<file path="src/rtl/calc_pkg.sv">
// -----------------------------------------------------------------------------
// calc_pkg
// Shared constants for the complement unit: the FSM state encoding and the
// conv_mode code values. Imported by complement_unit_param.
// No ports.
// -----------------------------------------------------------------------------
package calc_pkg;

   typedef enum logic [1:0] {
      ST_IDLE   = 2'b00,
      ST_CONV_A = 2'b01,
      ST_CONV_B = 2'b10,
      ST_DONE   = 2'b11
   } state_t;

   localparam logic [1:0] MODE_PASS = 2'b00;  // operand passed unchanged
   localparam logic [1:0] MODE_NEG  = 2'b01;  // two's-complement negate
   localparam logic [1:0] MODE_SM   = 2'b10;  // sign-magnitude -> two's complement
   localparam logic [1:0] MODE_RSV  = 2'b11;  // reserved, behaves as MODE_PASS

endpackage : calc_pkg

</file>
<file path="src/rtl/negate_unit.sv">
// -----------------------------------------------------------------------------
// negate_unit
// Combinational two's-complement negation: y = ~a + 1 (mod 2^WIDTH), with ovf
// flagging the one input whose negation is not representable (1 followed by
// WIDTH-1 zeros).
// Ports:
//   a   : input  [WIDTH-1:0]  operand
//   y   : output [WIDTH-1:0]  ~a + 1, wrapped
//   ovf : output              a is the most negative value
// -----------------------------------------------------------------------------
module negate_unit #(
   parameter int WIDTH = 4
) (
   input  logic [WIDTH-1:0] a,
   output logic [WIDTH-1:0] y,
   output logic             ovf
);

   localparam logic [WIDTH-1:0] MOST_NEG = {1'b1, {(WIDTH-1){1'b0}}};
   localparam logic [WIDTH-1:0] ONE      = {{(WIDTH-1){1'b0}}, 1'b1};

   always_comb begin
      y   = ~a + ONE;
      ovf = (a == MOST_NEG);
   end

endmodule : negate_unit

</file>
<file path="src/rtl/complement_unit_param.sv">
// -----------------------------------------------------------------------------
// complement_unit_param
// Loads one coded word {first, second, opcode} on an accepted start and
// converts the two operands one per cycle through a single shared negate_unit
// (IDLE -> CONV_A -> CONV_B -> DONE -> IDLE). Results, opcode and overflow
// flags are registered together on the edge entering DONE and held until the
// next completion or reset.
// Build option: define COMPLEMENT_SATURATE_EN to saturate a mode-01 overflowing
// operand to the most positive value instead of the wrapped result.
// Ports:
//   clk               : input              rising-edge clock
//   rst               : input              asynchronous reset, active low
//   start             : input              load/convert request (IDLE only)
//   nr_coded          : input  [2W+OPW-1:0] {first, second, opcode}
//   conv_mode         : input  [1:0]       00 pass, 01 negate, 10 sm->2c, 11 pass
//   first_nr          : output [W-1:0]     converted first operand
//   second_nr         : output [W-1:0]     converted second operand
//   operation         : output [OPW-1:0]   opcode passed through
//   ovf               : output [1:0]       {first, second} overflow
//   busy              : output             start accepted, DONE not yet left
//   complement_finish : output             one-cycle pulse in DONE
// -----------------------------------------------------------------------------
module complement_unit_param
   import calc_pkg::*;
#(
   parameter int WIDTH    = 4,
   parameter int OP_WIDTH = 4
) (
   input  logic                        clk,
   input  logic                        rst,
   input  logic                        start,
   input  logic [2*WIDTH+OP_WIDTH-1:0] nr_coded,
   input  logic [1:0]                  conv_mode,
   output logic [WIDTH-1:0]            first_nr,
   output logic [WIDTH-1:0]            second_nr,
   output logic [OP_WIDTH-1:0]         operation,
   output logic [1:0]                  ovf,
   output logic                        busy,
   output logic                        complement_finish
);

   state_t                      state, state_nxt;
   logic [2*WIDTH+OP_WIDTH-1:0] code_q;
   logic [1:0]                  mode_q;
   logic signed [WIDTH-1:0]     res_a_q;
   logic                        ovf_a_q;

   logic signed [WIDTH-1:0]     opnd;
   logic [WIDTH-1:0]            neg_in;
   logic [WIDTH-1:0]            neg_out;
   logic                        neg_ovf;
   logic                        use_neg;
   logic                        ovf_cur;
   logic signed [WIDTH-1:0]     res_cur;

   // Most positive representable value, used when saturation is enabled.
   function automatic logic signed [WIDTH-1:0] sat_pos();
      return {1'b0, {(WIDTH-1){1'b1}}};
   endfunction

   // State register
   always_ff @(posedge clk or negedge rst) begin
      if (!rst) state <= ST_IDLE;
      else      state <= state_nxt;
   end

   always_comb begin
      state_nxt = state;
      case (state)
         ST_IDLE:   if (start) state_nxt = ST_CONV_A;
         ST_CONV_A: state_nxt = ST_CONV_B;
         ST_CONV_B: state_nxt = ST_DONE;
         ST_DONE:   state_nxt = ST_IDLE;
         default:   state_nxt = ST_IDLE;
      endcase
   end

   assign busy              = (state != ST_IDLE);
   assign complement_finish = (state == ST_DONE);

   // Shared conversion datapath: the operand is chosen by the current state.
   // In sign-magnitude mode only the magnitude is fed to the negator, so its
   // input MSB is always 0 and its overflow can never fire; negative zero
   // negates to 0 naturally.
   always_comb begin
      opnd    = (state == ST_CONV_B) ? code_q[OP_WIDTH +: WIDTH]
                                     : code_q[OP_WIDTH+WIDTH +: WIDTH];
      neg_in  = (mode_q == MODE_SM) ? {1'b0, opnd[WIDTH-2:0]} : opnd;
      use_neg = (mode_q == MODE_NEG) || ((mode_q == MODE_SM) && opnd[WIDTH-1]);
      ovf_cur = (mode_q == MODE_NEG) && neg_ovf;
      res_cur = opnd;
      if (use_neg) begin
`ifdef COMPLEMENT_SATURATE_EN
         res_cur = ovf_cur ? sat_pos() : neg_out;
`else
         res_cur = neg_out;
`endif
      end
   end

   negate_unit #(.WIDTH(WIDTH)) u_negate (
      .a   (neg_in),
      .y   (neg_out),
      .ovf (neg_ovf)
   );

   // Input latch, first-operand holding register and output registers
   always_ff @(posedge clk or negedge rst) begin
      if (!rst) begin
         code_q    <= '0;
         mode_q    <= '0;
         res_a_q   <= '0;
         ovf_a_q   <= 1'b0;
         first_nr  <= '0;
         second_nr <= '0;
         operation <= '0;
         ovf       <= '0;
      end else begin
         case (state)
            ST_IDLE: begin
               if (start) begin
                  code_q <= nr_coded;
                  mode_q <= conv_mode;
               end
            end
            ST_CONV_A: begin
               res_a_q <= res_cur;
               ovf_a_q <= ovf_cur;
            end
            ST_CONV_B: begin
               first_nr  <= res_a_q;
               second_nr <= res_cur;
               operation <= code_q[OP_WIDTH-1:0];
               ovf       <= {ovf_a_q, ovf_cur};
            end
            default: ;
         endcase
      end
   end

endmodule : complement_unit_param

</file>
<file path="config.mk">
export PLATFORM = sky130hd
export DESIGN_NAME = complement_unit_param
export DESIGN_NICKNAME = d
export VERILOG_FILES = /design/src/rtl/calc_pkg.sv /design/src/rtl/negate_unit.sv /design/src/rtl/complement_unit_param.sv
export SDC_FILE = /design/constraint.sdc
export NUM_CORES = 1
export LEC_CHECK = 0
export BUFFER_PORTS_ARGS = -buffer_cell sky130_fd_sc_hd__buf_2
export CORE_MARGIN = 1
export CORE_UTILIZATION = 40
export DETAILED_ROUTE_END_ITERATION = 7
export PLACE_DENSITY = 0.66
export SLEW_MARGIN = 20
export SYNTH_ARGS = -nofsm -noshare
export SYNTH_HDL_FRONTEND = slang
export SYNTH_SLANG_ARGS = --single-unit
</file>
<file path="constraint.sdc">
create_clock -name clk -period 2.94 [get_ports clk]
set_input_delay 0.441 -clock clk [delete_from_list [all_inputs] [get_ports clk]]
set_output_delay 0.441 -clock clk [all_outputs]
set_load 0.02 [all_outputs]
</file>
# Word-level counts from Yosys, hierarchy flattened
# Cells that the tools add are included.
[totals]
regBits = 35
wordCells = 29
[classes]
addsub = 1
eq_ne = 7
mux = 5
bitwise_logic = 1
reduce_logical = 6
[ops]
columns = ["operator", "count"]
rows = [
  ["4-bit 2-to-1 mux", 3],
  ["2-bit case mux with 4 select lines", 1],
  ["2-bit == test (second input constant)", 3],
  ["4-bit by 1-bit adder with 4-bit output (second input constant)", 1],
  ["2-bit by 1-bit == test with 1-bit output (second input constant)", 2],
  ["4-bit == test (second input constant)", 1],
  ["4-bit NOT", 1],
  ["1-bit logical AND", 2],
  ["2-bit logical NOT", 1],
  ["2-bit 2-to-1 mux", 1],
  ["2-bit != test (second input constant)", 1],
  ["2-bit AND reduction", 1],
  ["2-bit nonzero test", 1],
  ["1-bit logical OR", 1],
]

# Logic depth before layout (Yosys ltp)
[logic_depth]
depth_word = 6
depth_mapped = 9
depth_no_buf = 8

# Modules after synthesis
# A second synthesis with hierarchy kept.
[unflattened]
hier_cells = 137
area_unflattened_um2 = 1716.6
[by_module_without_submodules]
columns = ["mod", "instances", "cells_per_inst", "area_each_um2"]
rows = [
  ["complement_unit_param", 1, 128, 1654.1],
  ["negate_unit", 1, 9, 62.6],
]

# Least setup slack after synthesis
# Ideal clock, no wire load.
[synth_path]
kind = "register -> register"
start = "register state[0]"
end = "register res_a_q[2]"
setup_ns = 0.071
arrival_ns = 2.130
setup_slack_ns = 0.740
stages_incl_launch_ff = 10
path_buffers = 2
synth_period_minus_slack_ns = 2.200
cell_sequence = "dfrtp_1 -> inv_1 -> ha_1 -> buf_6 -> buf_2 -> mux2i_1 -> ha_1 -> or4bb_1 -> mux2_2 -> nand4_1"
[synth_via]
elab_chain_cells = 6
word_cells_on_any_way = 9
cone_classes = "1 x add/sub; 2 x eq/ne; 3 x mux; 1 x bitwise; 2 x reduce/logical"
[synth_rtl]
columns = ["element", "line", "text"]
rows = [
  ["from (decl)", "complement_unit_param.sv:42", "state_t state, state_nxt;"],
  ["from (signal assigned)", "complement_unit_param.sv:64", "else state <= state_nxt;"],
  ["2-bit == test", "complement_unit_param.sv:86", "opnd = (state == ST_CONV_B) ? code_q[OP_WIDTH +: WIDTH]"],
  ["4-bit 2-to-1 mux", "complement_unit_param.sv:86", ""],
  ["4-bit 2-to-1 mux", "complement_unit_param.sv:88", "neg_in = (mode_q == MODE_SM) ? {1'b0, opnd[WIDTH-2:0]} : opnd;"],
  ["4-bit NOT", "negate_unit.sv:23", "y = ~a + ONE;"],
  ["4-bit by 1-bit adder with 4-bit output", "negate_unit.sv:23", ""],
  ["4-bit 2-to-1 mux", "complement_unit_param.sv:92", "if (use_neg) begin"],
  ["to (signal assigned)", "complement_unit_param.sv:127", "res_a_q <= res_cur;"],
  ["to (decl)", "complement_unit_param.sv:45", "logic signed [WIDTH-1:0] res_a_q;"],
]
# Several ways; a longest one is shown, not always the timed one.
# A chain may end at the register's enable or synchronous reset.

# Final worst setup path
# Same ends and word-level chain as after synthesis.

==> qor.txt <==
peak ir drop on the vdd network: 0.550 mV
global-route wire length before repair: 5040 µm
Detail Route met2 WL: 1500 µm
clock-pin slew of the registers on the worst-case setup and hold paths: 0.07 ns
slowest stage delay, CP: 0.48 ns
fraction of final layout cells sized beyond drive strength 1: 0.442
crit-path leading delay family: simple AND/OR/NAND/NOR gates
fraction of power consumed by combinational cells: 0.458
Die Span X: 66.8 µm
ordered list of cells on the worst path: inv_1, ha_1, mux2_2, inv_1, ha_1, or4bb_1, mux2_2, nand4_1
largest net degree at the start of global routing: 36
synthesized cell area: 1680 µm²
Wirelength per Cell: 14.2 µm
number of synthesized register bits: 35
Initial Util: 0.417
Final setup viols: 0
Slowest-stage cell, CP: or4bb_1
wire length on met1: 1330 µm
post-CTS setup buffers: 0
Core Region: 4030 µm²
most used standard cell by instance count after synthesis: dfrtp_1
data required time at the worst endpoint: 3.16 ns
maximum clock frequency: 0.459 GHz
final routed wirelength across all metal layers: 3050 µm
actual transition at the worst max-transition pin: 0.757 ns
total buffers and inverters traversed by the critical path: 2
MaxCap Viol Count: 0
top cell type's share of synthesized area: 0.521
Clock Tree Buf Depth: 2
global-route usage over all layers: 0.159
area leader, netlist: dfrtp_1
Worst Setup Slack post-DPL: 0.774 ns
std cell rows: 23
TritonCTS buffer count: 5
ratio of routed vias to standard cells: 5.32
detailed placement HPWL: 2250 µm
area added between synthesis and finish: 19.7%
max-slew violation count: 0
Total Die Area: 4460 µm²
# diodes: 0
depth of the worst register-to-register path: 8
buffer cell driving the clock tree root: clkbuf_8
via count of the first global-routing pass: 1132
Port Buffer Count: 32
number of enable-type register cells in the synthesized netlist: 0
total global routing overflow: 0
relative slew slack: 0.495
Die Span Y: 66.8 µm
leading post-synthesis cells by cell area: dfrtp_1 52%, mux2_2 20%, ha_1 4.5%, o2111ai_1 2.1%, nand2b_1 1.9%
average cell area after synthesis: 12.9 µm²
vias after detailed routing: 1143
total iterations of the first detailed-routing run: 6
Synth Flop Type: dfrtp_1
type of element capturing the critical path: flip-flop
uppermost metal layer occupied by signal nets: met4
clock latency of the later-clocked register in the worst-skew pair: 0.29 ns
Internal Pwr Total: 1.62 mW
status: finished clean
Starting DRT DRC Count: 28
cts-stage hold buffer count: 0
total I/O pin count: 33
data arrival time at the worst-slack endpoint: 2.40 ns
Period minus WS final: 2.18 ns
NetSw: 934 µW
final worst-path setup slack: 0.762 ns
Final GP Congestion: 0.804
worst hold margin: 0.222 ns
number of antenna violations at the first check in global routing: 0
critical-path maximum fanout: 7
number of cells produced by synthesis: 130
category of the worst setup path launch point: flip-flop
final layout net count: 187
number of H-tree branching levels: 2
post-route clock skew: 0.00240 ns
cell area power density: 1270 nW/µm²
# DRC: 0
CTS tree: built
share of power burned in the clock network: 0.197
total met3 wirelength after detailed routing: 163 µm
Seq/Total Area, Yosys: 0.521
number of gates resized after cts: 0
net switching share of the total power: 0.366
number of nets with antenna violations after routing: 0
warning count from the yosys run: 0
cell depth of the worst setup path: 8
number of clock sinks: 35
leakage power: 0.920 nW
Flop pwr share: 0.345
critical path class: flip-flop to flip-flop
most frequent cells after synthesis: 35 x dfrtp_1, 30 x mux2_2, 7 x inv_1
path type of the worst min-delay path: input port to asynchronous set/reset pin
final hold vios: 0
RSZ-0062 raised after global routing: false
crit share post-route: 0.741
final-layout setup total negative slack: 0 ns
ys async rst share: 1.00
number of distinct library cells after synthesis: 34
Synthesized Nets: 153
==> layout make-up <==
| class | count | area [µm²] |
|---|---|---|
| sequential | 35 | 876 |
| inverter | 7 | 26.3 |
| clock buffer | 6 | 72.6 |
| tap | 50 | 62.6 |
| multi-input combinational | 81 | 739 |
| timing repair buffer | 34 | 175 |
| fill | 368 | 2020 |
| clock inverter | 2 | 60.1 |
==> per-stage QoR <==
stage | power, mW | util | cell area (µm²) | cells
detailed placement | 2.07 | 0.466 | 1880 | 207
global route | 2.74 | 0.499 | 2010 | 215
CTS | 2.58 | 0.499 | 2010 | 215
finish | 2.55 | 0.499 | 2010 | 215
floorplan | 1.78 | - | 1680 | 130
global placement | 2.01 | 0.466 | 1880 | 207
==> placed cells by master (no fill, tap or decap) <==
cell       instances
nor2_1             2
nand4_1            1
nand3_1            3
nor2b_1            1
clkbuf_1           1
nor3_1             1
o311a_1            1
mux2_4             1
o2111ai_1          4
ha_1               6
buf_2             32
mux2i_4            1
inv_1              7
buf_4              2
nor4b_1            2
or3_1              2
a2bb2oi_1          1
mux2i_1            1
nand2_1            5
nor4_1             1
o211ai_1           2
mux2_2            30
a21oi_1            2
or4bb_1            1
bufinv_16          2
o31ai_1            1
nand2b_1           5
xnor2_1            1
dfrtp_1           35
nand3b_1           1
or4_1              2
clkbuf_8           5
a31oi_1            1
a32oi_1            1
o22a_1             1
==> power groups by stage <==
stage          Clock (mW)  Combinational [mW]  Sequential (mW)
2_1_floorplan           0               0.819            0.959
6_report            0.503                1.17            0.881
4_1_cts             0.517                1.18            0.882
5_1_grt             0.537                1.29            0.911
3_3_place_gp            0                1.14            0.878
3_5_place_dp            0                1.18            0.890
==> worst register-to-register path: cells and delay by family, from the launching register on <==
family	cells	cell delay [ns]
fa+ha+maj	2	0.50
buf+inv	2	0.14
flops	1	0.38
mux	2	0.52
simple gates	2	0.57
==> flip-flops by register name (all words and copies together), names as in the netlist <==
| signal | flops |
|---|---|
| operation | 4 |
| code_q | 12 |
| first_nr | 4 |
| ovf_a_q | 1 |
| ovf | 2 |
| mode_q | 2 |
| res_a_q | 4 |
| state | 2 |
| second_nr | 4 |
==> kinds of logic (layout without fill, tap and decap cells) <==
group | after synthesis | after routing | synth area share
xor+xnor | 1 | 1 | 0.00521
simple gates | 27 | 27 | 0.0953
mux | 33 | 33 | 0.229
flops | 35 | 35 | 0.521
fa+ha+maj | 6 | 6 | 0.0447
compound gates | 14 | 14 | 0.0655
buf+inv | 14 | 49 | 0.0387
==> routing by layer <==
metal  global-route usage  vias to the layer above
met1                0.188                      568
li1                     -                      536
met5                    0                        -
met4               0.0798                        0
met2                0.263                       31
met3               0.0445                        8
==> worst paths after layout <==
kind	startpoint	end	slack [ns]
min reg2reg	first_nr[1]$_DFFE_PN0P_	first_nr[1]$_DFFE_PN0P_	0.50
max reg2reg	state[0]$_DFFE_PN0P_	res_a_q[2]$_DFFE_PN0N_	0.76
max	state[0]$_DFFE_PN0P_	res_a_q[2]$_DFFE_PN0N_	0.76
max in group asynchronous	rst	ovf[0]$_DFFE_PN0P_	2.23
min in group clk	conv_mode[1]	mode_q[1]$_DFFE_PN0P_	0.38
min	rst	first_nr[0]$_DFFE_PN0P_	0.22
Power figures use the tool's default switching activity.
